[src/rtl/pipe_hazard_ctrl_pkg.sv]
// Shared encodings for the pipeline hazard controller: writeback selects,
// forwarding selects and sequencer states.
package pipe_hazard_ctrl_pkg;

    typedef enum logic [1:0] {
        WSEL_ALU  = 2'b00,
        WSEL_DRAM = 2'b01,
        WSEL_PC4  = 2'b10
    } wsel_e;

    typedef enum logic [1:0] {
        FWD_RF      = 2'b00,
        FWD_MEM_ALU = 2'b01,
        FWD_WB      = 2'b10,
        FWD_MEM_PC4 = 2'b11
    } fwd_e;

    typedef enum logic {
        ST_RUN      = 1'b0,
        ST_MEM_WAIT = 1'b1
    } state_e;

endpackage

[src/rtl/pipe_hazard_ctrl_if.sv]
// Stage-tagged pipeline fields into the hazard controller and its stall/flush/forward
// controls back out. PIPE_PERF_CNT_EN adds the performance counter outputs.
interface pipe_hazard_ctrl_if;

    logic [4:0] ID_rs1, ID_rs2;
    logic       ID_re1, ID_re2;
    logic [4:0] EX_rs1, EX_rs2;
    logic [4:0] EX_wR;
    logic       EX_rf_we;
    logic [1:0] EX_rf_wsel;
    logic       EX_br_taken;
    logic [4:0] MEM_wR;
    logic       MEM_rf_we;
    logic [1:0] MEM_rf_wsel;
    logic       MEM_dram_req;
    logic       dram_ready;
    logic [4:0] WB_wR;
    logic       WB_rf_we;

    logic       pc_stall;
    logic       IF_ID_stall, ID_EX_stall, EX_MEM_stall;
    logic       IF_ID_flush, ID_EX_flush, MEM_WB_flush;
    logic [1:0] fwd_a, fwd_b;
    logic       err_timeout;
`ifdef PIPE_PERF_CNT_EN
    logic [31:0] stall_cycles;
    logic [31:0] flush_events;
`endif

    // Pipeline side: drives the stage fields, consumes the controls.
    modport master (
        output ID_rs1, ID_rs2, ID_re1, ID_re2, EX_rs1, EX_rs2, EX_wR, EX_rf_we,
               EX_rf_wsel, EX_br_taken, MEM_wR, MEM_rf_we, MEM_rf_wsel,
               MEM_dram_req, dram_ready, WB_wR, WB_rf_we,
        input  pc_stall, IF_ID_stall, ID_EX_stall, EX_MEM_stall, IF_ID_flush,
               ID_EX_flush, MEM_WB_flush, fwd_a, fwd_b, err_timeout
`ifdef PIPE_PERF_CNT_EN
        , input stall_cycles, flush_events
`endif
    );

    // Hazard controller side.
    modport slave (
        input  ID_rs1, ID_rs2, ID_re1, ID_re2, EX_rs1, EX_rs2, EX_wR, EX_rf_we,
               EX_rf_wsel, EX_br_taken, MEM_wR, MEM_rf_we, MEM_rf_wsel,
               MEM_dram_req, dram_ready, WB_wR, WB_rf_we,
        output pc_stall, IF_ID_stall, ID_EX_stall, EX_MEM_stall, IF_ID_flush,
               ID_EX_flush, MEM_WB_flush, fwd_a, fwd_b, err_timeout
`ifdef PIPE_PERF_CNT_EN
        , output stall_cycles, flush_events
`endif
    );

endinterface

[src/rtl/pipe_hazard_ctrl_fwd_sel.sv]
// Operand forwarding select for one EX source register; MEM beats WB, x0 never forwards.
module pipe_hazard_ctrl_fwd_sel
    import pipe_hazard_ctrl_pkg::*;
(
    input  logic [4:0] rs,
    input  logic [4:0] mem_wr,
    input  logic       mem_rf_we,
    input  logic [1:0] mem_rf_wsel,
    input  logic [4:0] wb_wr,
    input  logic       wb_rf_we,
    output logic [1:0] fwd
);

    always_comb begin
        fwd = FWD_RF;
        if (rs != 5'd0) begin
            if (mem_rf_we && (mem_wr == rs)) begin
                fwd = (mem_rf_wsel == WSEL_PC4) ? FWD_MEM_PC4 : FWD_MEM_ALU;
            end else if (wb_rf_we && (wb_wr == rs)) begin
                fwd = FWD_WB;
            end
        end
    end

endmodule

[src/rtl/pipe_hazard_ctrl.sv]
// Pipeline sequencer: DRAM-wait freeze with timeout, branch redirect, load-use stall
// and EX forwarding. Define PIPE_PERF_CNT_EN to add stall/flush event counters.
module pipe_hazard_ctrl
    import pipe_hazard_ctrl_pkg::*;
#(
    parameter int MAX_WAIT = 16,
    parameter int CNT_W    = 5
) (
    input  logic               clk,
    input  logic               rst,
    pipe_hazard_ctrl_if.slave  hz
);

    state_e           state;
    logic [CNT_W-1:0] wait_cnt;
    logic             err_timeout_q;

    logic mem_busy;
    logic freeze;
    logic load_use;
    logic pc_stall, if_id_stall, id_ex_stall, ex_mem_stall;
    logic if_id_flush, id_ex_flush, mem_wb_flush;
    logic [1:0] fwd_a_raw, fwd_b_raw;

    assign mem_busy = hz.MEM_dram_req & ~hz.dram_ready;
    // Once waiting, only dram_ready matters; the request itself is held frozen in MEM.
    assign freeze   = (state == ST_RUN) ? mem_busy : ~hz.dram_ready;
    assign load_use = hz.EX_rf_we & (hz.EX_rf_wsel == WSEL_DRAM) & (hz.EX_wR != 5'd0)
                    & ((hz.ID_re1 & (hz.ID_rs1 == hz.EX_wR))
                     | (hz.ID_re2 & (hz.ID_rs2 == hz.EX_wR)));

    always_comb begin
        pc_stall     = 1'b0;
        if_id_stall  = 1'b0;
        id_ex_stall  = 1'b0;
        ex_mem_stall = 1'b0;
        if_id_flush  = 1'b0;
        id_ex_flush  = 1'b0;
        mem_wb_flush = 1'b0;
        if (!rst) begin
            if_id_flush  = 1'b1;
            id_ex_flush  = 1'b1;
            mem_wb_flush = 1'b1;
        end else if (freeze) begin
            pc_stall     = 1'b1;
            if_id_stall  = 1'b1;
            id_ex_stall  = 1'b1;
            ex_mem_stall = 1'b1;
            mem_wb_flush = 1'b1;
        end else if (hz.EX_br_taken) begin
            if_id_flush  = 1'b1;
            id_ex_flush  = 1'b1;
        end else if (load_use) begin
            pc_stall     = 1'b1;
            if_id_stall  = 1'b1;
            id_ex_flush  = 1'b1;
        end
    end

    // Timeout flags on the wait cycle where the count reaches MAX_WAIT; the
    // access keeps waiting, the flag is only a sticky error report.
    always_ff @(posedge clk or negedge rst) begin
        if (!rst) begin
            state         <= ST_RUN;
            wait_cnt      <= '0;
            err_timeout_q <= 1'b0;
        end else begin
            case (state)
                ST_RUN: begin
                    if (mem_busy) begin
                        state    <= ST_MEM_WAIT;
                        wait_cnt <= CNT_W'(1);
                    end
                end
                ST_MEM_WAIT: begin
                    if (wait_cnt == CNT_W'(MAX_WAIT)) begin
                        err_timeout_q <= 1'b1;
                    end
                    if (hz.dram_ready) begin
                        state    <= ST_RUN;
                        wait_cnt <= '0;
                    end else if (wait_cnt != {CNT_W{1'b1}}) begin
                        wait_cnt <= wait_cnt + CNT_W'(1);
                    end
                end
                default: begin
                    state    <= ST_RUN;
                    wait_cnt <= '0;
                end
            endcase
        end
    end

    pipe_hazard_ctrl_fwd_sel u_fwd_a (
        .rs          (hz.EX_rs1),
        .mem_wr      (hz.MEM_wR),
        .mem_rf_we   (hz.MEM_rf_we),
        .mem_rf_wsel (hz.MEM_rf_wsel),
        .wb_wr       (hz.WB_wR),
        .wb_rf_we    (hz.WB_rf_we),
        .fwd         (fwd_a_raw)
    );

    pipe_hazard_ctrl_fwd_sel u_fwd_b (
        .rs          (hz.EX_rs2),
        .mem_wr      (hz.MEM_wR),
        .mem_rf_we   (hz.MEM_rf_we),
        .mem_rf_wsel (hz.MEM_rf_wsel),
        .wb_wr       (hz.WB_wR),
        .wb_rf_we    (hz.WB_rf_we),
        .fwd         (fwd_b_raw)
    );

    assign hz.pc_stall     = pc_stall;
    assign hz.IF_ID_stall  = if_id_stall;
    assign hz.ID_EX_stall  = id_ex_stall;
    assign hz.EX_MEM_stall = ex_mem_stall;
    assign hz.IF_ID_flush  = if_id_flush;
    assign hz.ID_EX_flush  = id_ex_flush;
    assign hz.MEM_WB_flush = mem_wb_flush;
    assign hz.fwd_a        = rst ? fwd_a_raw : FWD_RF;
    assign hz.fwd_b        = rst ? fwd_b_raw : FWD_RF;
    assign hz.err_timeout  = err_timeout_q;

`ifdef PIPE_PERF_CNT_EN
    logic [31:0] stall_cycles_q;
    logic [31:0] flush_events_q;

    always_ff @(posedge clk or negedge rst) begin
        if (!rst) begin
            stall_cycles_q <= '0;
            flush_events_q <= '0;
        end else begin
            if (pc_stall) begin
                stall_cycles_q <= stall_cycles_q + 32'd1;
            end
            if (if_id_flush | id_ex_flush) begin
                flush_events_q <= flush_events_q + 32'd1;
            end
        end
    end

    assign hz.stall_cycles = stall_cycles_q;
    assign hz.flush_events = flush_events_q;
`endif

endmodule
[src/flat_wrapper.sv]
// flat-port wrapper written by rule: the top's interface ports become plain ports
module pipe_hazard_ctrl_flat import pipe_hazard_ctrl_pkg::*;
#(
    parameter int MAX_WAIT = 16,
    parameter int CNT_W    = 5
)
  (clk, rst, hz_ID_rs1, hz_ID_rs2, hz_ID_re1, hz_ID_re2, hz_EX_rs1, hz_EX_rs2, hz_EX_wR, hz_EX_rf_we, hz_EX_rf_wsel, hz_EX_br_taken, hz_MEM_wR, hz_MEM_rf_we, hz_MEM_rf_wsel, hz_MEM_dram_req, hz_dram_ready, hz_WB_wR, hz_WB_rf_we, hz_pc_stall, hz_IF_ID_stall, hz_ID_EX_stall, hz_EX_MEM_stall, hz_IF_ID_flush, hz_ID_EX_flush, hz_MEM_WB_flush, hz_fwd_a, hz_fwd_b, hz_err_timeout);
  pipe_hazard_ctrl_if hz_i ();
  input  logic clk;
  input  logic rst;
  input wire logic [$bits(hz_i.ID_rs1)-1:0] hz_ID_rs1;
  input wire logic [$bits(hz_i.ID_rs2)-1:0] hz_ID_rs2;
  input wire logic [$bits(hz_i.ID_re1)-1:0] hz_ID_re1;
  input wire logic [$bits(hz_i.ID_re2)-1:0] hz_ID_re2;
  input wire logic [$bits(hz_i.EX_rs1)-1:0] hz_EX_rs1;
  input wire logic [$bits(hz_i.EX_rs2)-1:0] hz_EX_rs2;
  input wire logic [$bits(hz_i.EX_wR)-1:0] hz_EX_wR;
  input wire logic [$bits(hz_i.EX_rf_we)-1:0] hz_EX_rf_we;
  input wire logic [$bits(hz_i.EX_rf_wsel)-1:0] hz_EX_rf_wsel;
  input wire logic [$bits(hz_i.EX_br_taken)-1:0] hz_EX_br_taken;
  input wire logic [$bits(hz_i.MEM_wR)-1:0] hz_MEM_wR;
  input wire logic [$bits(hz_i.MEM_rf_we)-1:0] hz_MEM_rf_we;
  input wire logic [$bits(hz_i.MEM_rf_wsel)-1:0] hz_MEM_rf_wsel;
  input wire logic [$bits(hz_i.MEM_dram_req)-1:0] hz_MEM_dram_req;
  input wire logic [$bits(hz_i.dram_ready)-1:0] hz_dram_ready;
  input wire logic [$bits(hz_i.WB_wR)-1:0] hz_WB_wR;
  input wire logic [$bits(hz_i.WB_rf_we)-1:0] hz_WB_rf_we;
  output wire logic [$bits(hz_i.pc_stall)-1:0] hz_pc_stall;
  output wire logic [$bits(hz_i.IF_ID_stall)-1:0] hz_IF_ID_stall;
  output wire logic [$bits(hz_i.ID_EX_stall)-1:0] hz_ID_EX_stall;
  output wire logic [$bits(hz_i.EX_MEM_stall)-1:0] hz_EX_MEM_stall;
  output wire logic [$bits(hz_i.IF_ID_flush)-1:0] hz_IF_ID_flush;
  output wire logic [$bits(hz_i.ID_EX_flush)-1:0] hz_ID_EX_flush;
  output wire logic [$bits(hz_i.MEM_WB_flush)-1:0] hz_MEM_WB_flush;
  output wire logic [$bits(hz_i.fwd_a)-1:0] hz_fwd_a;
  output wire logic [$bits(hz_i.fwd_b)-1:0] hz_fwd_b;
  output wire logic [$bits(hz_i.err_timeout)-1:0] hz_err_timeout;
  assign hz_i.ID_rs1 = hz_ID_rs1;
  assign hz_i.ID_rs2 = hz_ID_rs2;
  assign hz_i.ID_re1 = hz_ID_re1;
  assign hz_i.ID_re2 = hz_ID_re2;
  assign hz_i.EX_rs1 = hz_EX_rs1;
  assign hz_i.EX_rs2 = hz_EX_rs2;
  assign hz_i.EX_wR = hz_EX_wR;
  assign hz_i.EX_rf_we = hz_EX_rf_we;
  assign hz_i.EX_rf_wsel = hz_EX_rf_wsel;
  assign hz_i.EX_br_taken = hz_EX_br_taken;
  assign hz_i.MEM_wR = hz_MEM_wR;
  assign hz_i.MEM_rf_we = hz_MEM_rf_we;
  assign hz_i.MEM_rf_wsel = hz_MEM_rf_wsel;
  assign hz_i.MEM_dram_req = hz_MEM_dram_req;
  assign hz_i.dram_ready = hz_dram_ready;
  assign hz_i.WB_wR = hz_WB_wR;
  assign hz_i.WB_rf_we = hz_WB_rf_we;
  assign hz_pc_stall = hz_i.pc_stall;
  assign hz_IF_ID_stall = hz_i.IF_ID_stall;
  assign hz_ID_EX_stall = hz_i.ID_EX_stall;
  assign hz_EX_MEM_stall = hz_i.EX_MEM_stall;
  assign hz_IF_ID_flush = hz_i.IF_ID_flush;
  assign hz_ID_EX_flush = hz_i.ID_EX_flush;
  assign hz_MEM_WB_flush = hz_i.MEM_WB_flush;
  assign hz_fwd_a = hz_i.fwd_a;
  assign hz_fwd_b = hz_i.fwd_b;
  assign hz_err_timeout = hz_i.err_timeout;
  pipe_hazard_ctrl #(.MAX_WAIT(MAX_WAIT), .CNT_W(CNT_W)) u_core (.clk(clk), .rst(rst), .hz(hz_i));
endmodule
[config.mk]
export PLATFORM = sky130hd
export DESIGN_NAME = pipe_hazard_ctrl_flat
export DESIGN_NICKNAME = d
export VERILOG_FILES = /design/src/rtl/pipe_hazard_ctrl_pkg.sv /design/src/rtl/pipe_hazard_ctrl_if.sv /design/src/rtl/pipe_hazard_ctrl_fwd_sel.sv /design/src/rtl/pipe_hazard_ctrl.sv /design/src/flat_wrapper.sv
export SDC_FILE = /design/constraint.sdc
export NUM_CORES = 1
export LEC_CHECK = 0
export ABC_AREA = 1
export CAP_MARGIN = 10
export CORE_MARGIN = 3
export CORE_UTILIZATION = 35
export CTS_BUF_LIST = sky130_fd_sc_hd__clkbuf_16
export CTS_CLUSTER_SIZE = 30
export DETAILED_ROUTE_END_ITERATION = 10
export GPL_ROUTABILITY_DRIVEN = 0
export PLACE_DENSITY = 0.85
export SYNTH_ARGS = -nofsm -noshare
export SYNTH_HDL_FRONTEND = slang
export SYNTH_SLANG_ARGS = --single-unit
[constraint.sdc]
create_clock -name clk -period 1.5 [get_ports clk]
set_clock_uncertainty 0.05 [all_clocks]
set_input_delay 0.45 -clock clk [delete_from_list [all_inputs] [get_ports clk]]
set_output_delay 0.45 -clock clk [all_outputs]
set_load 0.01 [all_outputs]
==> results of run 1 <==
==> per-layer routing <==
| layer | up-vias | part of all wire | track usage |
|---|---|---|---|
| met4 | 0 | 0.018 | 0.0303 |
| li1 | 805 | - | - |
| met3 | 14 | 0.089 | 0.0599 |
| met5 | - | 0 | 0 |
| met1 | 731 | 0.38 | 0.235 |
| met2 | 87 | 0.52 | 0.405 |
==> worst reg2reg max path, cell delays in order (launching register included) <==
cell and delay, ns:
dfrtp_1 0.36, ha_2 0.21, nand2_1 0.06, nor2_1 0.09, ha_1 0.15, inv_1 0.07
o21ai_2 0.15, o21ai_4 0.10, o22ai_1 0.17
==> power breakdown <==
group	internal [W]	switching (W)
Sequential	0.000210	0.0000173
Combinational	0.000307	0.000284
Clock	0.000348	0.000109
Total	0.000864	0.000411
==> cell usage after synthesis <==
cell type   n
and3b_1     1
buf_4       2
dfrtp_1     7
ha_1        3
inv_1      34
inv_2      13
nand2_1    78
nand3_1     8
nand3_2     2
nand3b_1    1
nand4_1     5
nor2_1     28
nor2_2      3
nor2_4      1
nor3_1      1
o211ai_1    1
o21ai_0     5
o21ai_1     8
o21ai_2     1
o21ai_4     1
o21bai_1    1
o22ai_1     4
xnor2_1     1
xor2_1      1
==> repair_timing <==
action,CTS,global route
buffers inserted,8,4
pin swaps,64,55
setup endpoints to repair,15,16
resized for setup,318,68
==> worst min path at each step <==
stage	slack (ns)	endpoint	cells after the start	startpoint
floorplan	0.10	u_core.hz.err_timeout$_DFFE_PN0P_	0	rst
global placement	0.42	u_core.hz.err_timeout$_DFFE_PN0P_	1	u_core.hz.err_timeout$_DFFE_PN0P_
detailed placement	0.42	u_core.hz.err_timeout$_DFFE_PN0P_	1	u_core.hz.err_timeout$_DFFE_PN0P_
CTS	0.21	u_core.wait_cnt[4]$_DFFE_PN0P_	3	rst
global route	0.23	u_core.hz.err_timeout$_DFFE_PN0P_	3	rst
finish	0.21	u_core.wait_cnt[3]$_DFFE_PN0P_	3	rst
==> cell type report <==
| cell class | instances | area (um^2) | share of cell area |
|---|---|---|---|
| clock buffers | 3 | 75.1 | 0.0328 |
| flip-flops and latches | 7 | 175 | 0.0766 |
| inverters | 47 | 254 | 0.111 |
| repair buffers | 80 | 823 | 0.360 |
| clock inverters | 1 | 3.75 | 0.00164 |
| well taps | 31 | 38.8 | 0.0170 |
| multi-input cells | 154 | 917 | 0.401 |
==> flip-flops by register name (all words and copies together), names as in the netlist <==
register,count
u_core.wait_cnt,5
u_core.hz.err_timeout,1
u_core.state,1
==> kinds of logic after synthesis <==
logic type	after synthesis	synth area share
and+or+nand+nor	128	0.495
buffers and inverters	49	0.175
AOI/OAI and AO/OA	21	0.119
DFF	7	0.160
adders and majority gates	3	0.0344
xor gates and xnor gates	2	0.0160
==> stage by stage <==
stage	instances	worst slack [ns]	power (W)	util	instance area (um^2)
global route	323	-0.347	0.00134	0.802	2290
CTS	319	-0.281	0.00117	0.711	2030
finish	323	-0.263	0.00128	0.802	2290
global placement	307	-1.20	0.000665	0.636	1810
detailed placement	307	-1.21	0.000672	0.636	1810
floorplan	210	-0.0662	0.000430	-	1130
==> flow_summary.json, run 1 <==
{
  "finalHoldViolations": 0,
  "layout-drive-gt1-share": 0.558,
  "max_stage_delay_ns": 0.14,
  "tightest_slew_ns": 0.207,
  "start_util": 0.383,
  "period_share": 1.18,
  "path_buf_inv": 2,
  "cts_tree": "done",
  "crit_fanout": 3,
  "ant_nets": 0,
  "yosysUniqueCellTypes": 24,
  "drtPass1Iterations": 4,
  "cts_root_buf": "clkbuf_16",
  "grtUsageTotal": 0.212,
  "wl_mm": 4.36,
  "coreArea_um2": 2850,
  "ys_seq_area_frac": 0.160,
  "crit_chain": "buf_8 > nand2_2 > o21ai_2 > nor2_2 > nand3_2 > nand2_1 > nand2_1 > nor2_2 > buf_2",
  "critPathLaunch": "hz_EX_rs2[2]",
  "rr_worst_depth": 8,
  "r2r_start": "u_core.wait_cnt[1]$_DFFE_PN0P_",
  "worstPathArrival_ns": 1.26,
  "cts_max_level": 1,
  "hold_buffers": 0,
  "vias": 1637,
  "final_cell_mix": "45 x nand2_1, 31 x nand2_2, 30 x buf_6, 21 x inv_1, 18 x nor2_1",
  "clock_path_buffers": 2,
  "path_clk_slew_ns": 0.04,
  "timing.final.ws_setup_ns": -0.263,
  "synth_fp_nets": 262,
  "worstHoldPathType": "in2async",
  "required_ns": 1.00,
  "crit_path_end_kind": "output port",
  "whs_ns": 0.214,
  "post-route-drc-count": 0,
  "layout_commonest_cell": "nand2_1",
  "fill_cells": 206,
  "design.die.area_um2": 3830,
  "cp.depth": 9,
  "slew_headroom": 0.861,
  "start_kind": "input pin",
  "synth.top_cell.area_share": 0.268,
  "drtIter0Drc": 87,
  "clkSinkCount": 7,
  "io_buffer_count": 60,
  "detail_route.wl_per_cell_um": 13.5,
  "timing.rr.end": "u_core.wait_cnt[3]$_DFFE_PN0P_",
  "diodes": 0,
  "clock_latency_ns": 0.23,
  "status": "complete, but fails checks",
  "die_h_um": 61.9,
  "grt_max_degree": 9,
  "fp-row-count": 19,
  "layout_min_cycle_time_ns": 1.76,
  "synth_top_cell_by_area": "nand2_1",
  "critPathKind": "in2out",
  "irDropWorstVdd_uv": 706,
  "r2r_slack_ns": 0.01,
  "finalNetCount": 345,
  "viasPerCell": 5.07,
  "yosysWarnings": 0,
  "rsz0062_at_grt": "yes",
  "syn_inst": 210,
  "crit_family": "simple AND/OR/NAND/NOR gates",
  "slowest_stage": "buf_2",
  "yosys-top-cells-area": "nand2_1 27%, dfrtp_1 16%, inv_1 12%, nor2_1 9.6%, inv_2 4.5%",
  "synth_area_um2": 1090,
  "grt_pass1_wl_mm": 6.27,
  "tritoncts.num_buffers": 3,
  "setup_viol": 11,
  "setup_tns_ns": -2.24,
  "crit_end": "hz_fwd_b[1]",
  "hpwl_mm": 2.81,
  "syn_area_per_cell_um2": 5.20,
  "grt-ovfl-total": 0,
  "violations": "setup timing",
  "drv_cap": 0,
  "max_freq_ghz": 0.567,
  "ys_seq_elements": 7,
  "slew_viol_final": 0,
  "dieWidth_um": 61.9,
  "power.density_nw_per_um2": 558,
  "grt_pass1_vias": 1579,
  "antenna_found_initial": 0,
  "p_leak_nw": 1.20,
  "ios": 61,
  "area_growth_pct": 109
}
Power figures use the tool's default switching activity.
==> inputs of run 2 (changes only) <==
- ABC_AREA: 1 -> not set
- CORE_UTILIZATION: 35 -> 31
- PLACE_DENSITY: 0.85 -> 0.84
==> run 2 against run 1 <==
The flow still finishes with violations (setup timing); cell count is 29% lower; flip-flop and latch count stayed put; total power is 9.1% lower; combinational power is 17% lower; worst hold slack better by 0.13 ns; critical path type unchanged.
==> flow_summary.json, run 2 <==
{
  "coreArea_um2": 2540,
  "vias": 1207,
  "final_cell_count_no_fill": 230,
  "fin_util": 0.776,
  "diodes": 0,
  "crit_chain": "buf_2 > buf_4 > xor2_1 > nor4_1 > and3_1 > mux2i_1 > nor2_1 > buf_2",
  "hpwl_mm": 2.99,
  "ys_seq_elements": 7,
  "start_util": 0.336,
  "layout_min_cycle_time_ns": 2.24,
  "place_ws_ns": -1.43,
  "grt_pass1_vias": 1333,
  "p_leak_nw": 0.926,
  "period_share": 1.49,
  "fill_cells": 158,
  "fp-row-count": 18,
  "ios": 61,
  "drtPass1Iterations": 4,
  "start_kind": "input pin",
  "use_met1": 0.305,
  "largest_reg_flops": 5,
  "slew_headroom": 0.782,
  "ant_nets": 0,
  "synth.top_cell.area_share": 0.205,
  "die_h_um": 58.5,
  "post-synth-top-count-cell": "xor2_1",
  "irDropWorstVdd_uv": 650,
  "path_buf_inv": 3,
  "cts_tree": "done",
  "multiInputGateArea_um2": 887,
  "slowest_stage": "nor4_1",
  "antenna_found_initial": 0,
  "syn_inst": 106,
  "dp.cells": 216,
  "drtIter0Drc": 35,
  "tritoncts.num_buffers": 3,
  "path_clk_slew_ns": 0.04,
  "viasPerCell": 5.25,
  "area_growth_pct": 131,
  "violations": "setup timing",
  "drv_cap": 0,
  "wl_mm": 4.37,
  "timing.final.ws_setup_ns": -0.738,
  "clock_latency_ns": 0.23,
  "final_cell_mix": "23 x buf_6, 23 x buf_2, 22 x buf_4, 12 x xor2_1, 10 x xnor2_1",
  "status": "complete, but fails checks",
  "finalHoldViolations": 0,
  "yosysUniqueCellTypes": 23,
  "detail_route.wl_per_cell_um": 19.0,
  "io_buffer_count": 60,
  "worstPathArrival_ns": 1.74,
  "crit_path_end_kind": "output port",
  "design.die.area_um2": 3430,
  "async_flop_share": 1.00,
  "slew_viol_final": 0,
  "registers.top_by_ff_count": "u_core.wait_cnt",
  "synth_area_um2": 856,
  "crit_family": "simple AND/OR/NAND/NOR gates",
  "power.density_nw_per_um2": 587,
  "yosys-top-cells-area": "dfrtp_1 20%, xor2_1 17%, xnor2_1 15%, o21ai_0 5.3%, nand2_1 5.3%",
  "yosysWarnings": 0,
  "ys_seq_area_frac": 0.205,
  "fin_area_um2": 1980,
  "layout-drive-gt1-share": 0.560,
  "crit_fanout": 2,
  "seq_area_um2": 175,
  "grtUsageMet2": 0.447,
  "worstHoldPathType": "in2async",
  "post-route-drc-count": 0,
  "grtUsageTotal": 0.258,
  "grt_busiest_layer": "met2",
  "critPathKind": "in2out",
  "max_freq_ghz": 0.447,
  "cts_root_buf": "clkbuf_16",
  "rsz0062_at_grt": "yes",
  "tightest_slew_ns": 0.327,
  "syn_area_per_cell_um2": 8.07,
  "ys_top_cells_by_count": "17 x xor2_1, 15 x xnor2_1, 12 x nand2_1",
  "required_ns": 1.00,
  "cp_common_cell": "buf_2",
  "whs_ns": 0.343,
  "cts_max_level": 1,
  "dieWidth_um": 58.5,
  "hold_buffers": 0,
  "synth-main-ff-cell": "dfrtp_1",
  "synth_fp_nets": 158,
  "setup_viol": 15,
  "synth_top_cell_by_area": "dfrtp_1",
  "grt_max_degree": 8,
  "grt_pass1_wl_mm": 6.56,
  "clkSinkCount": 7,
  "grt-ovfl-total": 0,
  "clock_path_buffers": 2,
  "met3_usage": 0.0504,
  "synth-edff-count": 0,
  "max_stage_delay_ns": 0.32,
  "place_area_um2": 1680,
  "finalNetCount": 253
}
run 2: layout make-up:
| class | count | share of cell area |
|---|---|---|
| Tap cell | 30 | 0.0190 |
| Timing Repair Buffer | 92 | 0.394 |
| Sequential cell | 7 | 0.0887 |
| Inverter | 5 | 0.00950 |
| Clock inverter | 1 | 0.00190 |
| Multi-Input combinational cell | 92 | 0.449 |
| Clock buffer | 3 | 0.0380 |
run 2: layer usage:
layer	wire, um	vias to the layer above	part of all wire
li1	-	554	-
met1	1690	580	0.39
met2	2240	51	0.51
met3	247	22	0.057
met4	189	0	0.043
met5	0	-	0
run 2: repair_timing:
| item | CTS | global route |
|---|---|---|
| pin swaps | 41 | 30 |
| buffers inserted | 9 | 1 |
| gates resized for setup | 211 | 41 |
| endpoints found under the setup margin | 17 | 16 |
| gates cloned | 0 | 0 |
run 2: stage by stage:
step	TNS [ns]	power (W)
floorplan	-1.94	0.000359
global route	-5.46	0.00121
CTS	-4.73	0.00111
global placement	-13.42	0.000603
finish	-4.56	0.00116
detailed placement	-14.23	0.000623
run 2: worst reg2reg max path, delay by kind of cell (launching register included):
kind	cells	cell delay [ns]
flip-flops	1	0.37
adder cells (fa/ha/maj)	2	0.37
AND/OR/NAND/NOR	2	0.29
XOR/XNOR	1	0.17
AO/OA/AOI/OAI	1	0.13
buffers and inverters	1	0.07
run 2: kinds of logic after synthesis:
logic type | share of synthesized area
AOI/OAI and AO/OA | 0.114
xor gates and xnor gates | 0.327
adders and majority gates | 0.0439
buffers and inverters | 0.0395
DFF | 0.205
muxes | 0.0468
and+or+nand+nor | 0.224
run 2: power breakdown:
part / internal, W / switching [W] / total [W] / leakage, nW
registers: 0.000202 / 0.0000111 / 0.000213 / 0.0935
clock network: 0.000347 / 0.000107 / 0.000455 / 0.0423
logic: 0.000269 / 0.000223 / 0.000492 / 0.791
total: 0.000818 / 0.000341 / 0.00116 / 0.926
run 2: worst paths after layout:
check	slack, ns	cells past startpoint	startpoint	end
max	-0.74	8	hz_EX_rs1[0]	hz_fwd_a[1]
min	0.34	3	rst	u_core.hz.err_timeout$_DFFE_PN0P_
max reg2reg	-0.04	7	u_core.wait_cnt[0]$_DFFE_PN0P_	u_core.wait_cnt[3]$_DFFE_PN0P_
min reg2reg	0.44	1	u_core.hz.err_timeout$_DFFE_PN0P_	u_core.hz.err_timeout$_DFFE_PN0P_
max in group asynchronous	0.93	3	rst	u_core.state$_DFF_PN0_
min in group clk	0.44	1	u_core.hz.err_timeout$_DFFE_PN0P_	u_core.hz.err_timeout$_DFFE_PN0P_
